<file path="src/rtl/pipe_pkg.sv">
// Shared types and constants for valid/ready pipeline stages.
package pipe_pkg;

  typedef enum logic [1:0] {
    ST_EMPTY   = 2'd0,
    ST_FULL    = 2'd1,
    ST_SKIDDED = 2'd2
  } state_t;

  localparam logic [31:0] NOP_INSTR = 32'h0000_0000;

  typedef struct packed {
    logic [31:0] instr;
    logic [31:0] pc4;
  } ifid_t;

endpackage

</file>
<file path="src/rtl/pipe_sat_counter.sv">
// Saturating up-counter: one cycle from inc to q, holds at all-ones, clr wins.
module pipe_sat_counter #(
  parameter int W = 16
) (
  input  logic         clk,
  input  logic         clr,
  input  logic         inc,
  output logic [W-1:0] q
);

  always_ff @(posedge clk) begin
    if (clr) begin
      q <= '0;
    end else if (inc && (q != {W{1'b1}})) begin
      q <= q + 1'b1;
    end
  end

endmodule

</file>
<file path="src/rtl/pipe_stage_skid.sv">
// Valid/ready pipeline stage: 1-cycle latency, FIFO order; SKID=1 gives a registered up_ready
// via a second entry, SKID=0 passes dn_ready combinationally. Flush drops held and incoming beats.
module pipe_stage_skid
  import pipe_pkg::*;
#(
  parameter int                DATA_W = 64,
  parameter int                SKID   = 1,
  parameter logic [DATA_W-1:0] BUBBLE = DATA_W'(NOP_INSTR),
  parameter int                CNT_W  = 16
) (
  input  logic              clk,
  input  logic              reset,
  input  logic              flush,
  input  logic              up_valid,
  output logic              up_ready,
  input  logic [DATA_W-1:0] up_data,
  output logic              dn_valid,
  input  logic              dn_ready,
  output logic [DATA_W-1:0] dn_data,
  output logic [1:0]        occupancy,
  output logic [CNT_W-1:0]  stall_cnt
);

  state_t            state;
  state_t            state_nxt;
  logic [DATA_W-1:0] main_q;
  logic [DATA_W-1:0] skid_q;
  logic              rdy_q;
  logic              main_valid;
  logic              up_xfer;
  logic              dn_xfer;
  logic              load_main_up;
  logic              load_main_skid;
  logic              load_skid;

  assign up_xfer = up_valid && up_ready;
  assign dn_xfer = dn_valid && dn_ready;

  // rdy_q is precomputed from the next state so up_ready leaves straight from a flop.
  always_ff @(posedge clk) begin
    if (reset) begin
      state <= ST_EMPTY;
      rdy_q <= 1'b1;
    end else begin
      state <= state_nxt;
      rdy_q <= (state_nxt != ST_SKIDDED);
    end
  end

  always_ff @(posedge clk) begin
    if (load_main_up) begin
      main_q <= up_data;
    end else if (load_main_skid) begin
      main_q <= skid_q;
    end
    if (load_skid) begin
      skid_q <= up_data;
    end
  end

  always_comb begin
    state_nxt      = state;
    load_main_up   = 1'b0;
    load_main_skid = 1'b0;
    load_skid      = 1'b0;
    case (state)
      ST_EMPTY: begin
        if (up_xfer) begin
          state_nxt    = ST_FULL;
          load_main_up = 1'b1;
        end
      end
      ST_FULL: begin
        if (up_xfer && dn_xfer) begin
          load_main_up = 1'b1;
        end else if (up_xfer) begin
          state_nxt = ST_SKIDDED;
          load_skid = 1'b1;
        end else if (dn_xfer) begin
          state_nxt = ST_EMPTY;
        end
      end
      ST_SKIDDED: begin
        if (dn_xfer) begin
          state_nxt      = ST_FULL;
          load_main_skid = 1'b1;
        end
      end
      default: state_nxt = ST_EMPTY;
    endcase
    if (flush) begin
      state_nxt      = ST_EMPTY;
      load_main_up   = 1'b0;
      load_main_skid = 1'b0;
      load_skid      = 1'b0;
    end
  end

  always_comb begin
    main_valid = (state != ST_EMPTY);
    dn_valid   = main_valid;
    dn_data    = main_valid ? main_q : BUBBLE;
    occupancy  = (state == ST_SKIDDED) ? 2'd2 : (main_valid ? 2'd1 : 2'd0);
    up_ready   = (SKID != 0) ? rdy_q : (!main_valid || dn_ready);
  end

  pipe_sat_counter #(.W(CNT_W)) u_stall_cnt (
    .clk (clk),
    .clr (reset),
    .inc (dn_valid && !dn_ready),
    .q   (stall_cnt)
  );

  a_up_sample : assert property (@(posedge clk) (load_main_up || load_skid) |-> up_xfer);
  a_occ_max   : assert property (@(posedge clk) disable iff (reset) occupancy <= 2'(SKID + 1));
  a_hold      : assert property (@(posedge clk) disable iff (reset)
                  (dn_valid && !dn_ready && !flush && !reset) |=> (dn_valid && $stable(dn_data)));

endmodule

</file>
<file path="config.mk">
export PLATFORM = sky130hd
export DESIGN_NAME = pipe_stage_skid
export DESIGN_NICKNAME = d
export VERILOG_FILES = /design/src/rtl/pipe_pkg.sv /design/src/rtl/pipe_sat_counter.sv /design/src/rtl/pipe_stage_skid.sv
export SDC_FILE = /design/constraint.sdc
export NUM_CORES = 1
export LEC_CHECK = 0
export CORE_UTILIZATION = 36
export CTS_CLUSTER_DIAMETER = 100
export DETAILED_ROUTE_END_ITERATION = 8
export HOLD_SLACK_MARGIN = 0.03
export MAX_ROUTING_LAYER = met4
export SYNTH_ARGS = -nofsm -noshare
export SYNTH_HDL_FRONTEND = slang
export SYNTH_HIERARCHICAL = 1
export SYNTH_SLANG_ARGS = --single-unit
</file>
<file path="constraint.sdc">
create_clock -name clk -period 8.05 [get_ports clk]
set_input_delay 1.2075 -clock clk [delete_from_list [all_inputs] [get_ports clk]]
set_output_delay 1.2075 -clock clk [all_outputs]
set_load 0.01 [all_outputs]
</file>
==> reports/summary.json <==
{
  "routed_wl": {"value": 12700, "unit": "um"},
  "row_count": {"value": 47},
  "criticalPathCategory": {"value": "flip-flop to primary output"},
  "finalHoldViolCount": {"value": 0},
  "finClkSkew": {"value": 7.41, "unit": "ps"},
  "syn_area": {"value": 6270, "unit": "um2"},
  "grt_pass1_wl": {"value": 20000, "unit": "um"},
  "end_kind": {"value": "primary output"},
  "synthesis.area_per_instance": {"value": 16.0, "unit": "um2"},
  "gp_congestion": {"value": 0.862},
  "area_growth_syn_to_layout": {"value": 36.9, "unit": "%"},
  "grt_start_max_net_pins": {"value": 67},
  "die-area": {"value": 17900, "unit": "um2"},
  "antenna_violations_before_repair": {"value": 0},
  "total_clock_buffers_created_by_cts": {"value": 17},
  "insertion_delay_of_the_later_clocked_pin_in_the_worst_skew_pair": {"value": 420, "unit": "ps"},
  "register_area": {"value": 4220, "unit": "um2"},
  "dp_hpwl": {"value": 8110, "unit": "um"},
  "static-leakage-power": {"value": 0.00302, "unit": "uW"},
  "startpoint_type": {"value": "flip-flop"},
  "synth.ff_latch_count": {"value": 147},
  "mostFrequentLayoutCells": {"value": "clkdlybuf4s50_1, edfxtp_1, and2_1, mux2_4, dfxtp_1"},
  "r2r_start": {"value": "state[1]$_SDFF_PP0_"},
  "vdd_ir_drop_max": {"value": 0.145, "unit": "mV"},
  "cts_resized": {"value": 0},
  "setup.reg_to_reg.worst_slack": {"value": 5030, "unit": "ps"},
  "yosysWarnings": {"value": 6},
  "cp_max_fo": {"value": 66},
  "rsz0062_at_grt": {"value": "no"},
  "nNetsFinal": {"value": 616},
  "num_antenna_cells": {"value": 0},
  "multiInputGateArea": {"value": 1930, "unit": "um2"},
  "globalRouteOverflowTotal": {"value": 0},
  "die_width": {"value": 134, "unit": "um"},
  "grt_util_all_layers": {"value": 0.153},
  "finalSetupTns": {"value": 0, "unit": "ps"},
  "layout_worst_path_cycle_share": {"value": 0.470},
  "ys.flop_type": {"value": "edfxtp_1"},
  "routed_via_density": {"value": 4.82},
  "postSynthCellCount": {"value": 391},
  "ctsRootBufferMaster": {"value": "clkbuf_16"},
  "vias": {"value": 3751},
  "mappedNetlistNets": {"value": 461},
  "n_fill_cell": {"value": 1436},
  "clk_transition_reported_paths": {"value": 60, "unit": "ps"},
  "synth-seq-area-share": {"value": 0.674},
  "layout.cells.most_common": {"value": "clkdlybuf4s50_1"},
  "detail_route.first_pass.iterations": {"value": 4},
  "required_time_reported_for_the_critical_path_endpoint": {"value": 6840, "unit": "ps"},
  "die_extent_in_y": {"value": 134, "unit": "um"},
  "hold_end": {"value": "u_stall_cnt/q[9]$_SDFFE_PP0P_"},
  "min_path_type": {"value": "flip-flop to flip-flop"},
  "first_global_vias": {"value": 3938},
  "timing.final.setup_violations": {"value": 0},
  "outcome": {"value": "complete, no violations"},
  "core_area": {"value": 16800, "unit": "um2"},
  "r2r.worst_path.cells": {"value": 5},
  "max-cap-violations": {"value": 0},
  "worstHoldStart": {"value": "u_stall_cnt/q[9]$_SDFFE_PP0P_"},
  "max_freq": {"value": 0.264, "unit": "GHz"},
  "placedCellCount": {"value": 747},
  "rr_endpoint": {"value": "u_stall_cnt/q[11]$_SDFFE_PP0P_"},
  "route.detailed.drc": {"value": 0},
  "powerDensity": {"value": 207, "unit": "nW/um2"},
  "routed_wire_length_per_instance": {"value": 16.3, "unit": "um"},
  "drv_slew": {"value": 0},
  "final_area": {"value": 8590, "unit": "um2"},
  "hold_path_depth": {"value": 2},
  "design_power_total": {"value": 1780, "unit": "uW"},
  "h-tree-depth": {"value": 4},
  "postCtsSetupRepairBufs": {"value": 0},
  "antenna_left": {"value": 0},
  "final_layout_size_suffix_gt1_frac": {"value": 0.184},
  "final.min_clock_period": {"value": 3780, "unit": "ps"},
  "placed_cell_area": {"value": 7990, "unit": "um2"},
  "synthArstFlopShare": {"value": 0},
  "finish.cell_count_without_fillers": {"value": 779},
  "tritoncts_clock_tree": {"value": "built"},
  "cts-hold-fix-buffers": {"value": 0},
  "start_util": {"value": 0.373},
  "place.port_buffers": {"value": 152},
  "pin_count": {"value": 153},
  "tightestPinTransition": {"value": 1060, "unit": "ps"},
  "timing.slew.headroom": {"value": 0.293},
  "clock-sinks": {"value": 147},
  "detail_route.iter0.violations": {"value": 158},
  "synth_enable_flop_cells": {"value": 128},
  "timing.critical_path.arrival": {"value": 2580, "unit": "ps"},
  "ys_types": {"value": 39},
  "ctsLongestPathBuffers": {"value": 2}
}
## power by group
part           total (uW)  switching (uW)  internal (uW)
registers             852            3.99            848
logic                 132            53.8           77.9
clock network         791             305            486
## critical path, stage by stage, from the launching register on
cell and delay, ps:
dfxtp_1 430, or2_2 860, and2_1 290, clkdlybuf4s50_1 550
## final cells by class
type                    instances  share of cell area
clock inverters                13              0.0187
multi-input cells             221               0.225
clock buffers                  19              0.0504
inverters                       4             0.00175
repair buffers                155               0.180
flip-flops and latches        147               0.492
well taps                     220              0.0321
## cell usage after synthesis, types with 2 or more instances
master	instances	share of area
edfxtp_1	128	0.61
nor4_1	5	0.0050
nand2_1	9	0.0054
and2_1	64	0.064
inv_1	4	0.0024
dfxtp_1	19	0.061
buf_6	6	0.011
or4_1	8	0.0096
nand4_1	3	0.0030
nand3_1	6	0.0048
nor3_1	4	0.0032
o21ai_0	4	0.0032
a21oi_1	11	0.0088
nor2b_1	4	0.0040
nor2_1	6	0.0036
o31ai_1	6	0.0072
and4_1	3	0.0042
clkbuf_1	10	0.0060
mux2_2	16	0.029
mux2_4	49	0.12
buf_2	2	0.0016
xnor2_1	2	0.0028
and3_1	2	0.0020
nand3b_1	3	0.0036
or3_1	3	0.0030
## flip-flops by register name (all words and copies together), names as in the netlist
name / cells
state: 2
main_q: 64
skid_q: 64
up_ready: 1
u_stall_cnt/q: 16
## logic make-up (layout without fill, tap and decap cells)
group,Yosys count,in the layout,share of synthesized area
DFF,147,147,0.674
and+or+nand+nor,127,127,0.128
muxes,66,66,0.148
AOI/OAI and AO/OA,25,25,0.0245
buffers and inverters,23,191,0.0214
xor gates and xnor gates,2,2,0.00279
adders and majority gates,1,1,0.00200
## through the flow
| stage | hold slack [ps] | utilization | setup WS [ps] |
|---|---|---|---|
| 2_1_floorplan | 523 | - | 2600 |
| 3_3_place_gp | 508 | 0.475 | 4220 |
| 3_5_place_dp | 527 | 0.475 | 4130 |
| 4_1_cts | 536 | 0.510 | 4200 |
| 5_1_grt | 554 | 0.510 | 4020 |
| 6_report | 529 | 0.510 | 4270 |
## routing by layer
metal  share of wire  GRT usage  up-vias
met5               0          -        -
met4           0.019     0.0657        0
met3           0.066     0.0533       22
met2            0.48      0.239      122
met1            0.44      0.178     1825
li1                -          -     1782
## how the worst max path moves through the flow
stage,from,to,slack [ps],cells after the start
6_report,state[1]$_SDFF_PP0_,dn_data[22],4270,3
5_1_grt,state[1]$_SDFF_PP0_,dn_data[22],4020,3
4_1_cts,state[1]$_SDFF_PP0_,dn_data[57],4200,3
3_5_place_dp,dn_ready,main_q[0]$_DFFE_PP_,4130,6
3_3_place_gp,dn_ready,main_q[2]$_DFFE_PP_,4220,6
2_1_floorplan,dn_ready,skid_q[0]$_DFFE_PP_,2600,2
Power figures use the tool's default switching activity.
